$ cat src/rtl/out_port_uart_tx_if.sv
// Core-side OUT port: push request/data from the core, full back-pressure to it.
interface out_port_uart_tx_if;
    logic        out_en;
    logic [15:0] out_data;
    logic        out_stall;

    modport master (
        output out_en,
        output out_data,
        input  out_stall
    );

    modport slave (
        input  out_en,
        input  out_data,
        output out_stall
    );
endinterface

$ cat src/rtl/out_port_uart_tx.sv
// OUT instruction responder: buffers 16-bit words in a FIFO and sends each
// word as two 8N1 UART bytes, high byte first.
module out_port_uart_tx #(
    parameter int  DEPTH        = 8,
    parameter int  CLKS_PER_BIT = 434,
    localparam int CW           = $clog2(DEPTH) + 1
) (
    input  logic                clk,
    input  logic                reset,
    out_port_uart_tx_if.slave   core,
    output logic                tx,
    output logic                busy,
    output logic [CW-1:0]       count,
    output logic                overflow
);
    localparam int AW = $clog2(DEPTH);
    localparam int BW = $clog2(CLKS_PER_BIT);

    typedef enum logic [1:0] {IDLE, START, DATA, STOP} state_t;

    state_t          state_q, state_d;
    logic [BW-1:0]   baud_q, baud_d;
    logic [2:0]      bit_q, bit_d;
    logic            byte_sel_q, byte_sel_d;
    logic [7:0]      shift_q, shift_d;
    logic [7:0]      hold_lo_q, hold_lo_d;
    logic            tx_q, tx_d;
    logic            busy_q, busy_d;

    logic [AW-1:0]   wr_ptr_q, wr_ptr_d;
    logic [AW-1:0]   rd_ptr_q, rd_ptr_d;
    logic [CW-1:0]   count_q, count_d;
    logic            overflow_q, overflow_d;
    logic [15:0]     mem_q [DEPTH];

    logic            full;
    logic            push;
    logic            pop;
    logic            baud_done;
    logic [15:0]     head;

    // Fullness uses the pre-pop count, so a push racing a pop out of a full FIFO is dropped.
    assign full      = (count_q == CW'(DEPTH));
    assign pop       = (state_q == IDLE) && (count_q != '0);
    assign push      = core.out_en && !full;
    assign baud_done = (baud_q == BW'(CLKS_PER_BIT - 1));
    assign head      = mem_q[rd_ptr_q];

    always_comb begin
        wr_ptr_d   = wr_ptr_q;
        rd_ptr_d   = rd_ptr_q;
        count_d    = count_q;
        overflow_d = overflow_q;
        if (push) wr_ptr_d = wr_ptr_q + 1'b1;
        if (pop)  rd_ptr_d = rd_ptr_q + 1'b1;
        if (push && !pop)      count_d = count_q + 1'b1;
        else if (!push && pop) count_d = count_q - 1'b1;
        if (core.out_en && full) overflow_d = 1'b1;
    end

    always_ff @(posedge clk or posedge reset) begin
        if (reset) begin
            wr_ptr_q   <= '0;
            rd_ptr_q   <= '0;
            count_q    <= '0;
            overflow_q <= 1'b0;
        end else begin
            wr_ptr_q   <= wr_ptr_d;
            rd_ptr_q   <= rd_ptr_d;
            count_q    <= count_d;
            overflow_q <= overflow_d;
        end
    end

    always_ff @(posedge clk) begin
        if (push) mem_q[wr_ptr_q] <= core.out_data;
    end

    // The high byte goes straight into the shifter at pop; only the low byte needs holding.
    always_comb begin
        state_d    = state_q;
        baud_d     = baud_q + 1'b1;
        bit_d      = bit_q;
        byte_sel_d = byte_sel_q;
        shift_d    = shift_q;
        hold_lo_d  = hold_lo_q;
        case (state_q)
            IDLE: begin
                baud_d = '0;
                if (pop) begin
                    hold_lo_d  = head[7:0];
                    shift_d    = head[15:8];
                    byte_sel_d = 1'b0;
                    state_d    = START;
                end
            end
            START: begin
                if (baud_done) begin
                    baud_d  = '0;
                    bit_d   = '0;
                    state_d = DATA;
                end
            end
            DATA: begin
                if (baud_done) begin
                    baud_d = '0;
                    if (bit_q == 3'd7) begin
                        state_d = STOP;
                    end else begin
                        bit_d   = bit_q + 1'b1;
                        shift_d = shift_q >> 1;
                    end
                end
            end
            STOP: begin
                if (baud_done) begin
                    baud_d = '0;
                    if (!byte_sel_q) begin
                        shift_d    = hold_lo_q;
                        byte_sel_d = 1'b1;
                        state_d    = START;
                    end else begin
                        state_d = IDLE;
                    end
                end
            end
            default: state_d = IDLE;
        endcase
    end

    always_comb begin
        busy_d = (state_d != IDLE);
        case (state_d)
            START:   tx_d = 1'b0;
            DATA:    tx_d = shift_d[0];
            default: tx_d = 1'b1;
        endcase
    end

    always_ff @(posedge clk or posedge reset) begin
        if (reset) begin
            state_q    <= IDLE;
            baud_q     <= '0;
            bit_q      <= '0;
            byte_sel_q <= 1'b0;
            shift_q    <= '0;
            hold_lo_q  <= '0;
            tx_q       <= 1'b1;
            busy_q     <= 1'b0;
        end else begin
            state_q    <= state_d;
            baud_q     <= baud_d;
            bit_q      <= bit_d;
            byte_sel_q <= byte_sel_d;
            shift_q    <= shift_d;
            hold_lo_q  <= hold_lo_d;
            tx_q       <= tx_d;
            busy_q     <= busy_d;
        end
    end

    assign tx             = tx_q;
    assign busy           = busy_q;
    assign count          = count_q;
    assign overflow       = overflow_q;
    assign core.out_stall = full;
endmodule

$ cat src/flat_wrapper.sv
// flat-port wrapper written by rule: the top's interface ports become plain ports
module out_port_uart_tx_flat 
#(
    parameter int  DEPTH        = 8,
    parameter int  CLKS_PER_BIT = 434,
    localparam int CW           = $clog2(DEPTH) + 1
)
  (clk, reset, tx, busy, count, overflow, core_out_en, core_out_data, core_out_stall);
  out_port_uart_tx_if core_i ();
  input  logic clk;
  input  logic reset;
  output logic tx;
  output logic busy;
  output logic [CW-1:0] count;
  output logic overflow;
  input wire logic [$bits(core_i.out_en)-1:0] core_out_en;
  input wire logic [$bits(core_i.out_data)-1:0] core_out_data;
  output wire logic [$bits(core_i.out_stall)-1:0] core_out_stall;
  assign core_i.out_en = core_out_en;
  assign core_i.out_data = core_out_data;
  assign core_out_stall = core_i.out_stall;
  out_port_uart_tx #(.DEPTH(DEPTH), .CLKS_PER_BIT(CLKS_PER_BIT)) u_core (.clk(clk), .reset(reset), .core(core_i), .tx(tx), .busy(busy), .count(count), .overflow(overflow));
endmodule
$ cat config.mk
export PLATFORM = sky130hd
export DESIGN_NAME = out_port_uart_tx_flat
export DESIGN_NICKNAME = d
export VERILOG_FILES = /design/src/rtl/out_port_uart_tx_if.sv /design/src/rtl/out_port_uart_tx.sv /design/src/flat_wrapper.sv
export SDC_FILE = /design/constraint.sdc
export NUM_CORES = 1
export LEC_CHECK = 0
export ABC_AREA = 1
export BUFFER_PORTS_ARGS = -buffer_cell sky130_fd_sc_hd__buf_4
export CORE_MARGIN = 2
export CORE_UTILIZATION = 66
export DETAILED_ROUTE_END_ITERATION = 16
export GPL_TIMING_DRIVEN = 0
export HOLD_SLACK_MARGIN = 0.06
export PLACE_DENSITY = 0.84
export SETUP_SLACK_MARGIN = 0.02
export SYNTH_ARGS = -nofsm -noshare
export SYNTH_HDL_FRONTEND = slang
export SYNTH_SLANG_ARGS = --single-unit
$ cat constraint.sdc
create_clock -name clk -period 4.73 [get_ports clk]
set_clock_uncertainty 0.05 [all_clocks]
set_input_delay 0.946 -clock clk [delete_from_list [all_inputs] [get_ports clk]]
set_output_delay 0.946 -clock clk [all_outputs]
set_load 0.01 [all_outputs]
-- Word-level counts from Yosys, hierarchy flattened
Memory sizes are Yosys's and may differ from the RTL's.
Cells that the tools add are included.
- add/subtract/negate cells: 6
- equality and inequality tests: 14
- muxes and demuxes: 27
- reduce and logical (&&, ||, !) cells: 20
- operators with widths (kind ; number):
    $mux W8 ; 5
    $pmux W8 S3 ; 1
    $pmux W9 S2 ; 1
    $mux W2 ; 5
    $add A3 B1 Y3 const B ; 3
    $add A9 B1 Y9 const B ; 1
    $eq A9 B9 Y1 const B ; 1
    $mux W3 ; 3
    $mux W9 ; 1
    $mux W4 ; 2
    $ne A2 B1 Y1 const B ; 4
    $pmux W2 S4 ; 1
    $reduce_bool A2 Y1 ; 4
    $eq A2 B2 Y1 const B ; 3
    $pmux W3 S2 ; 1
    $reduce_and A6 Y1 ; 1
    $logic_and A1 B1 Y1 ; 5
    $mux W1 ; 5
    $add A4 B1 Y4 const B ; 1
    $eq A2 B1 Y1 const B ; 2
    $eq A4 B4 Y1 const B ; 1
    $ne A2 B2 Y1 const B ; 2
    $pmux W1 S2 ; 2
    $reduce_and A4 Y1 ; 1
    9 further kinds ; 11
- register bits after elaboration: 44
- RAM bits: 128
- input port bits: 19
- output and inout port bits: 8
- memories: 1
- memories (memory ; words ; bits a word ; rd ports ; clocked after memory_dff ; wr ports ; RTL line ; RTL):
    u_core.mem_q ; 8 ; 16 ; 1 ; 0 ; 1 ; out_port_uart_tx.sv:34 ; logic [15:0] mem_q [DEPTH];

-- Longest topological paths before layout
Gate-level depths: netlist of run 1.
- depth after elaboration: 7
- depth in mapped cells: 13
- mapped depth without buffers: 13

-- Least setup slack after synthesis of run 1
No wires, ideal clock.
- kind: input -> register
- start: input port core_out_en
- end: memory u_core.mem_q[0][0] (enable)
- library setup time: 0.388 ns
- arrival: 2.029 ns
- required time: 4.292 ns
- setup slack: 2.262 ns
- stages: 3
- path buffers: 0
- cells stage by stage: nand2_1 > or2_2 > nor2_1
- word-level cells in the longest chain between the ends: 3
- ends and longest elaborated chain (what ; RTL line ; RTL):
    start, declared ; flat_wrapper.sv:16 ; input wire logic [$bits(core_i.out_en)-1:0] core_out_en;
    $logic_and A1 B1 Y1 ; out_port_uart_tx.sv:45 ; assign push = core.out_en && !full;
    $mux W1 ; out_port_uart_tx.sv:76 ; if (push) mem_q[wr_ptr_q] <= core.out_data;
    $mux W1 (implied by the code) ; out_port_uart_tx.sv:76 ;
    end, declared ; out_port_uart_tx.sv:34 ;
Every way passes these cells.

-- Final worst setup path of run 1
- start: register u_core.count_q[1] (netlist: u_core.count[1])
- end: register u_core.count_q[3] (netlist: u_core.count[3])
- word-level cells in the longest chain between the ends: 6
- elaborated cells between the ends (all ways): 14
- ends and longest elaborated chain (what ; RTL line ; RTL):
    start, declared ; out_port_uart_tx.sv:32 ; logic [CW-1:0] count_q, count_d;
    start signal, assigned ; out_port_uart_tx.sv:70 ; count_q <= count_d;
    parallel branches: the longest is 6 deep, another holds $sub A4 B1 Y4 ; -- ;
Several ways; the timed one is not identified. The select of a mux whose other input is x is not followed.
A chain may end at the register's enable or synchronous reset.

==> impl_metrics.csv, run 1 <==
group,metric,value,unit
run_status,outcome,"finished, final reports clean",
synth,yosysTopAreaCellShare,53.7,%
timing,rsz0062_at_grt,"false",
timing,hold_slack,415,ps
run,max_cap_violations,0,
synth,synth.cells.most_frequent,"edfxtp_1 (128), nor2_1 (106), o21ai_0 (68)",
critical_path,critPathLaunch,"u_core.count[1]",
timing,final.setup.tns,0,ps
synth,synth_seq_area_share,69.2,%
synth,syn_nets,626,
power,p_sw,0.000935,W
grt,grt_max_degree,45,
synth,synthMuxAreaShare,0.157,%
critical_path,worstSetupStartpointType,"register",
synth,synth_xor_xnor_area_share,0.980,%
critical_path,regToRegEndpoint,"u_core.count[3]",
critical_path,worst-path-buf-inv,1,
critical_path,crit_end,"u_core.count[3]",
power,p_leak,3.09,nW
floorplan,core,10700,um2
synth,synth_area,7150,um2
timing,fmax,408,MHz
critical_path,crit_chain,"nor2_1, nand3_1, nand2_2, ha_1, inv_1, ha_1, a21o_1, a21oi_1, nor2_1, nor2_1, nand2_1, xor2_1",
clock_network,post_cts_buffers,0,
synth,yosysWarnings,0,
timing,period_share,51.8,%
critical_path,reg2reg_slack,2280,ps
clock_network,clock_latency,540,ps
timing,final.min_clock_period,2450,ps
critical_path,arrival,2830,ps
routing,postRouteAntennaNets,0,
power,pwr-share-seq,52.2,%
cells_and_area,diodes,0,
synth,ys_seq_elements,172,
timing,relSlewSlack,39.3,%
floorplan,die_w,108,um
synth,synth.most_common_cell,"edfxtp_1",
synth,synth_top_area_cell,"edfxtp_1",
floorplan,pin_count,27,
timing,setup_viol,0,
grt,grtUsageTotal,28.4,%
cells_and_area,multi_input_area,1950,um2
critical_path,path_common_cell,"nor2_1",
critical_path,crit_type,"reg -> reg",
floorplan,initial_core_util,66.9,%
place,dp_hpwl,10.1,mm
timing,slew_violations,0,
cells_and_area,area.growth.synth_to_final,14.8,%
synth,synth_compound_area_share,10.6,%
critical_path,crit_cells,12,
place,io_buffers,26,
cells_and_area,drive_above_1_share,17.2,%
cells_and_area,fillCellCount,622,
critical_path,critPathMaxStageDelay,440,ps
clock_network,cts_root_buf,"clkbuf_8",
routing,drc,0,
critical_path,crit_slowest_cell,"dfrtp_1",
floorplan,die_area,11700,um2
power,power,0.00364,W
place,gp_congestion,0.828,
critical_path,worstReg2RegStart,"u_core.count[1]",
critical_path,r2r_cells,12,
power,power_density,444,nW/um2
routing,drt_wl_total,15.5,mm
grt,overflow,0,
critical_path,critPathRequiredTime,5100,ps
timing,setup_ws,2280,ps
synth,synth-main-ff-cell,"edfxtp_1",
clock_network,cts_resized,0,
critical_path,crit_family,"simple AND/OR/NAND/NOR gates",
synth,ys_types,42,
cells_and_area,seq_area,4950,um2
grt,grt_pass1_vias,4797,
clock_network,clock_sinks,172,
synth,synth_top_family_by_area,"simple AND/OR/NAND/NOR gates",
synth,syn-mean-instance-area,12.0,um2
floorplan,fp-row-count,38,
synth,synth-adder-area-share,1.85,%
synth,syn_inst,597,
routing,dr.pass1.iters,5,
critical_path,path_max_fanout,10,
synth,synth_simple_gate_area_share,13.4,%
power,power.internal,0.00271,W
routing,via_count,4911,
power,p_comb_share,12.1,%
routing,avgViaCountPerCell,6.12,
synth,synth_edf_count,128,
cells_and_area,finalNetCount,679,
grt,antenna_found_initial,0,
timing,tightest_slew,910,ps
grt,grt_first_pass_wirelength,24.0,mm
clock_network,cts-buffers-inserted,17,
clock_network,clkTransAtPathRegs,70,ps
synth,synth_area_leaders,"edfxtp_1 (54%), dfrtp_1 (15%), nor2_1 (5.6%)",
clock_network,htree_levels,4,
critical_path,end_kind,"register",
clock_network,ctsLongestPathBuffers,2,
synth,synth_async_sr_flop_share,25.6,%
min_path,worst_hold_path_type,"reg -> reg",
place,dp_slack,1990,ps
clock_network,cts_tree,"built",
routing,wl_per_cell,19.2,um
cells_and_area,final_util,76.8,%
power,netSwitchingFraction,25.7,%
routing,drtIter0Drc,562,
power,power_frac_clock,35.7,%
clock_network,cts.hold.buffers_added,0,
timing,final-hold-violation-count,0,
floorplan,die_height,108,um
power,peakVddDrop,0.436,mV
[final cells by class]
cell class	count	share of cell area, %
sequential	172	60.2
multi-input combinational	364	23.8
clock buffer	18	5.09
timing repair buffer	34	3.75
tap	140	2.13
clock inverter	14	1.69
buffer	25	1.68
inverter	36	1.65
[per-stage QoR]
step	area [um2]	cells
after floorplan	7150	597
after global placement	7520	763
after detailed placement	7650	771
after CTS	8210	803
after global routing	8210	803
final	8210	803
[layout by cell type, fill, tap and decap left out, drive strengths merged, types with 2 or more instances in the layout]
cell,instances
nor2,109
o21ai,83
buf,50
a21o,2
o221ai,16
nand2,65
o22ai,4
nand3,30
clkinvlp,3
ha,9
dfrtp,43
nand4,6
clkinv,7
clkbuf,27
a21oi,6
o211ai,14
nor3,4
nand3b,2
edfxtp,128
xnor2,3
xor2,5
inv,39
[kinds of logic (layout without fill, tap and decap cells)]
logic type | count (synthesis) | in the layout
xor gates and xnor gates | 8 | 8
adders and majority gates | 10 | 10
buffers and inverters | 61 | 127
muxes | 1 | 1
AOI/OAI and AO/OA | 126 | 126
DFF | 172 | 172
and+or+nand+nor | 219 | 219
[worst min path at each step]
stage,slack (ps),from,depth (start not counted),endpoint
floorplan,400,u_core.hold_lo_q[7],2,u_core.hold_lo_q[7]
global placement,390,u_core.overflow,1,u_core.overflow
finish,410,u_core.overflow,1,u_core.overflow
CTS,420,u_core.overflow,1,u_core.overflow
detailed placement,400,u_core.overflow,1,u_core.overflow
global route,440,u_core.overflow,1,u_core.overflow
[worst register-to-register path, stage by stage (launching register included)]
cell	delay [ps]
dfrtp_1	440
nor2_1	160
nand3_1	100
nand2_2	230
ha_1	240
inv_1	90
ha_1	270
a21o_1	170
a21oi_1	170
nor2_1	80
nor2_1	110
nand2_1	80
xor2_1	140
[metal layers]
layer | part of all wire (%) | track usage [%] | up-vias | routed length, um
met5 | 0 | 0 | - | 0
met2 | 50 | 46.5 | 260 | 7730
met4 | 2.6 | 13.4 | 0 | 401
met1 | 38 | 35.7 | 2388 | 5930
li1 | - | - | 2229 | -
met3 | 9.0 | 7.53 | 34 | 1390
[registers in the layout, indices dropped and copies added, names as in the netlist]
| name | cells |
|---|---|
| u_core.baud_q | 9 |
| u_core.bit_q | 3 |
| u_core.busy | 1 |
| u_core.byte_sel_q | 1 |
| u_core.count | 4 |
| u_core.hold_lo_q | 8 |
| u_core.mem_q | 128 |
| u_core.overflow | 1 |
| u_core.rd_ptr_q | 3 |
| u_core.shift_q | 8 |
| u_core.state_q | 2 |
| u_core.tx | 1 |
| u_core.wr_ptr_q | 3 |
[power groups by stage]
stage	clock (W)	combinational, W	sequential, W
2_1_floorplan	0	0.000226	0.00193
3_3_place_gp	0	0.000362	0.00193
3_5_place_dp	0	0.000441	0.00193
4_1_cts	0.00131	0.000443	0.00190
5_1_grt	0.00137	0.000482	0.00192
6_report	0.00130	0.000441	0.00190
Power figures use the tool's default switching activity.
==> run 2, diff against run 1 <==
Settings changed: CORE_UTILIZATION 66 to 55, PLACE_DENSITY 0.84 to 0.75.
Clock period 4.73 ns to 2 ns, I/O delays scaled along.
==> impl_metrics.csv, run 2 (synthesized netlist as in run 1, its figures left out) <==
group,metric,value,unit
run_status,outcome,"complete, but fails checks",
run_status,violations,"negative setup slack",
place,gp_congestion,0.788,
floorplan,die_area,13900,um2
routing,postRouteAntennaNets,0,
clock_network,clock_sinks,172,
routing,drt_wl_total,15.6,mm
floorplan,die_w,118,um
cells_and_area,finalNetCount,687,
cells_and_area,regMostFlops,"u_core.mem_q",
critical_path,critPathRequiredTime,2310,ps
critical_path,crit_chain,"nor2_4, nand3_2, nand2_2, inv_2, buf_6, ha_4, inv_4, ha_4, a21o_1, a21oi_2, buf_4, nand2_1, nand2_1, xor2_1",
power,peakVddDrop,0.882,mV
place,dpl.cell_count,799,
cells_and_area,drive_above_1_share,20.3,%
floorplan,fp-row-count,41,
floorplan,pin_count,27,
timing,relSlewSlack,27.4,%
timing,setup_ws,-139,ps
place,dp_hpwl,9.68,mm
grt,grt_pass1_vias,4766,
clock_network,cts_tree,"built",
floorplan,initial_core_util,56.4,%
routing,drtIter0Drc,587,
timing,rsz0062_at_grt,"true",
floorplan,die_height,118,um
grt,antenna_found_initial,0,
clock_network,htree_levels,4,
critical_path,worst-path-buf-inv,4,
cells_and_area,final_cell_mix,"edfxtp_1 (128), nor2_1 (97), o21ai_0 (68)",
cells_and_area,layout_commonest_cell,"edfxtp_1",
timing,hold_slack,117,ps
cells_and_area,final_util,66.6,%
critical_path,crit_type,"reg -> reg",
routing,via_count,4813,
grt,overflow,0,
routing,wl_per_cell,18.5,um
clock_network,ctsLongestPathBuffers,2,
timing,period_share,107,%
routing,drc,0,
run,max_cap_violations,0,
floorplan,core,12700,um2
timing,final.setup.tns,-3780,ps
critical_path,crit_slowest_cell,"dfrtp_2",
clock_network,cts.hold.buffers_added,0,
power,power_density,1080,nW/um2
grt,grt_first_pass_wirelength,24.7,mm
critical_path,end_kind,"register",
timing,fmax,468,MHz
timing,final-hold-violation-count,0,
critical_path,crit_family,"flip-flops",
clock_network,clock_latency,440,ps
min_path,worst_hold_path_type,"in -> async",
power,power,0.00915,W
cells_and_area,largest_register_ffs,128,
critical_path,worstSetupStartpointType,"register",
place,io_buffers,26,
routing,dr.pass1.iters,6,
timing,setup_viol,67,
routing,avgViaCountPerCell,5.71,
grt,grt_max_degree,45,
timing,slew_violations,0,
cells_and_area,diodes,0,
critical_path,path_max_fanout,3,
cells_and_area,area.growth.synth_to_final,18.1,%
cells_and_area,final_cells,843,
grt,grtUsageTotal,23.8,%
clock_network,cts_root_buf,"clkbuf_16",
power,p_leak,3.17,nW
clock_network,clkTransAtPathRegs,60,ps
timing,tightest_slew,1090,ps
clock_network,cts-buffers-inserted,17,
critical_path,arrival,2450,ps
cells_and_area,reg_top3,"u_core.mem_q: 128 flops, u_core.baud_q: 9 flops",
timing,final.min_clock_period,2140,ps
critical_path,critPathMaxStageDelay,430,ps
## run 2: cell count changes in the layout (fill, tap and decap cells not counted), moves of 4 or more
cell	change
clkbuf_1	-4
nor2_4	+4
clkinv_4	-4
inv_6	+4
buf_4	+10
## run 2: power breakdown
group          total [W]  leakage (nW)  switching [W]  internal (W)
clock network    0.00337         0.296        0.00139       0.00198
registers        0.00449          1.69       0.000149       0.00434
logic            0.00129          1.18       0.000765      0.000522
total            0.00915          3.17        0.00230       0.00685
## run 2: path summary, 6_finish.rpt
| kind | startpoint | to | slack [ps] | cells after the start |
|---|---|---|---|---|
| setup reg to reg | u_core.count[1] | u_core.count[3] | -140 | 14 |
| setup / recovery | u_core.count[1] | u_core.count[3] | -140 | 14 |
| min in group clk | core_out_en | u_core.overflow | 130 | 2 |
| hold / removal | reset | u_core.count[3] | 120 | 2 |
| hold reg to reg | u_core.overflow | u_core.overflow | 420 | 1 |
| max in group asynchronous | reset | u_core.count[1] | 1160 | 2 |
## run 2: timing repair
action,CTS,global route
resized for setup,13,8
buffers inserted,10,2
setup endpoints to repair,82,72
pin swaps,9,7
## run 2: routing by layer
layer	global-route usage, %	wire length (um)	vias to the layer above
li1	-	-	2246
met4	9.11	301	0
met5	0	0	-
met2	38.7	7870	195
met1	30.3	6270	2347
met3	6.88	1190	25
## run 2: area by class of cell
| type | instances | area [um2] |
|---|---|---|
| sequential | 172 | 4950 |
| buffer | 25 | 141 |
| tap | 172 | 215 |
| multi-input combinational | 364 | 2040 |
| timing repair buffer | 42 | 353 |
| fill | 898 | 4230 |
| clock inverter | 15 | 185 |
| clock buffer | 17 | 425 |
| inverter | 36 | 138 |
## run 2: through the flow
stage | worst slack [ps] | area [um2]
floorplan | -98.5 | 7180
global placement | -786 | 7590
detailed placement | -298 | 7660
CTS | -99.7 | 8420
global route | -266 | 8440
finish | -139 | 8440
==> run 3, diff against run 2 <==
Clock period 2 ns to 1.85 ns, I/O delays scaled along.
==> impl_metrics.csv, run 3 (synthesized netlist as in run 1, its figures left out) <==
group,metric,value,unit
run_status,outcome,"complete, but fails checks",
run_status,violations,"negative setup slack",
critical_path,regToRegEndpoint,"u_core.count[3]",
timing,final-hold-violation-count,0,
timing,period_share,112,%
timing,setup_ws,-225,ps
clock_network,cts.hold.buffers_added,0,
cells_and_area,final_cells,849,
floorplan,fp-row-count,41,
clock_network,ctsLongestPathBuffers,2,
timing,fmax,482,MHz
routing,drt_wl_total,16.3,mm
grt,use_met2,38.3,%
critical_path,worstReg2RegStart,"u_core.count[0]",
critical_path,end_kind,"register",
timing,setup_viol,22,
critical_path,r2r_cells,13,
cells_and_area,final_util,67.3,%
cells_and_area,largest_register_ffs,128,
floorplan,initial_core_util,56.4,%
timing,hold_slack,91.5,ps
grt,grt_busiest_layer,"met2",
power,p_leak,3.20,nW
routing,drc,0,
grt,grt_pass1_vias,4761,
critical_path,crit_type,"reg -> reg",
clock_network,clock_sinks,172,
critical_path,path_max_fanout,3,
routing,drtIter0Drc,596,
cells_and_area,area.growth.synth_to_final,19.2,%
place,dp_slack,-454,ps
cells_and_area,finalNetCount,694,
critical_path,critPathRequiredTime,2150,ps
routing,postRouteAntennaNets,0,
timing,final.min_clock_period,2080,ps
clock_network,cts-buffers-inserted,17,
critical_path,critPathLaunch,"u_core.count[0]",
timing,slew_violations,0,
cells_and_area,final_cell_mix,"edfxtp_1 (128), nor2_1 (97), o21ai_0 (68)",
place,io_buffers,26,
critical_path,arrival,2380,ps
clock_network,htree_levels,4,
critical_path,worstSetupStartpointType,"register",
cells_and_area,reg_top3,"u_core.mem_q: 128 flops, u_core.baud_q: 9 flops",
floorplan,pin_count,27,
routing,dr.pass1.iters,5,
clock_network,cts_tree,"built",
clock_network,cts_root_buf,"clkbuf_16",
place,dp_hpwl,9.46,mm
grt,grt_use_met1,30.3,%
place,placed_cell_area,7640,um2
critical_path,crit_end,"u_core.count[3]",
power,peakVddDrop,1.04,mV
floorplan,die_height,118,um
run,max_cap_violations,0,
floorplan,core,12700,um2
min_path,worst_hold_path_type,"in -> async",
power,power_density,1130,nW/um2
cells_and_area,layout_commonest_cell,"edfxtp_1",
floorplan,die_w,118,um
routing,avgViaCountPerCell,5.79,
critical_path,reg2reg_slack,-230,ps
cells_and_area,regMostFlops,"u_core.mem_q",
floorplan,die_area,13900,um2
place,gp_congestion,0.794,
routing,via_count,4912,
grt,grt_max_degree,45,
place,dpl.cell_count,795,
timing,tightest_slew,913,ps
grt,antenna_found_initial,0,
cells_and_area,diodes,0,
grt,overflow,0,
grt,met3_usage,5.23,%
timing,relSlewSlack,39.1,%
clock_network,clock_latency,430,ps
routing,wl_per_cell,19.2,um
cells_and_area,fin_area,8530,um2
grt,grt_first_pass_wirelength,24.5,mm
clock_network,clkTransAtPathRegs,70,ps
cells_and_area,drive_above_1_share,21.7,%
grt,grtUsageTotal,23.4,%
timing,rsz0062_at_grt,"true",
-- run 3: area by class of cell --
| type | count | area, um2 |
|---|---|---|
| inverters | 36 | 140 |
| multi-input cells | 364 | 2060 |
| clock inverters | 13 | 92.6 |
| clock buffers | 18 | 429 |
| repair buffers | 49 | 485 |
| fillers | 895 | 4150 |
| flip-flops and latches | 172 | 4950 |
| well taps | 172 | 215 |
| plain buffers | 25 | 153 |
-- run 3: layer usage --
| layer | up-vias | part of all wire, % |
|---|---|---|
| met3 | 34 | 7.8 |
| met4 | 0 | 2.6 |
| met1 | 2410 | 40 |
| met5 | - | 0 |
| li1 | 2263 | - |
| met2 | 205 | 50 |
-- run 3: how the worst min path moves through the flow --
stage,start,to,cells past startpoint
final,reset,u_core.wr_ptr_q[0],2
after global routing,core_out_data[12],u_core.mem_q[1][12],1
after CTS,core_out_en,u_core.overflow,2
after detailed placement,u_core.overflow,u_core.overflow,1
after global placement,u_core.overflow,u_core.overflow,1
after floorplan,u_core.hold_lo_q[7],u_core.hold_lo_q[7],2
-- run 3: timing repair --
item / CTS / global route
pin swaps: 18 / 9
setup buffers: 18 / 4
endpoints found under the setup margin: 137 / 143
gates cloned: 0 / 1
resized for setup: 12 / 16
-- run 3: per-stage QoR --
stage | TNS [ps] | power (W)
floorplan | -247 | 0.00561
global placement | -41110 | 0.00599
detailed placement | -40150 | 0.00605
CTS | -192 | 0.00950
global route | -3500 | 0.00995
finish | -1110 | 0.00964
-- run 3: power breakdown --
group / leakage, nW / internal, W / switching, W
sequential: 1.69 / 0.00469 / 0.000169
combinational: 1.26 / 0.000669 / 0.000944
clock: 0.259 / 0.00172 / 0.00145
total: 3.20 / 0.00707 / 0.00257
-- run 3: worst max-delay path: stages (launching register included) --
cell	delay [ps]
dfrtp_2	440
nor2_4	130
nand3_2	100
nand2_4	110
inv_4	40
ha_4	160
inv_4	70
ha_4	190
a21o_1	160
a21oi_2	140
buf_4	120
nand2_1	50
nand2_1	80
xor2_1	140
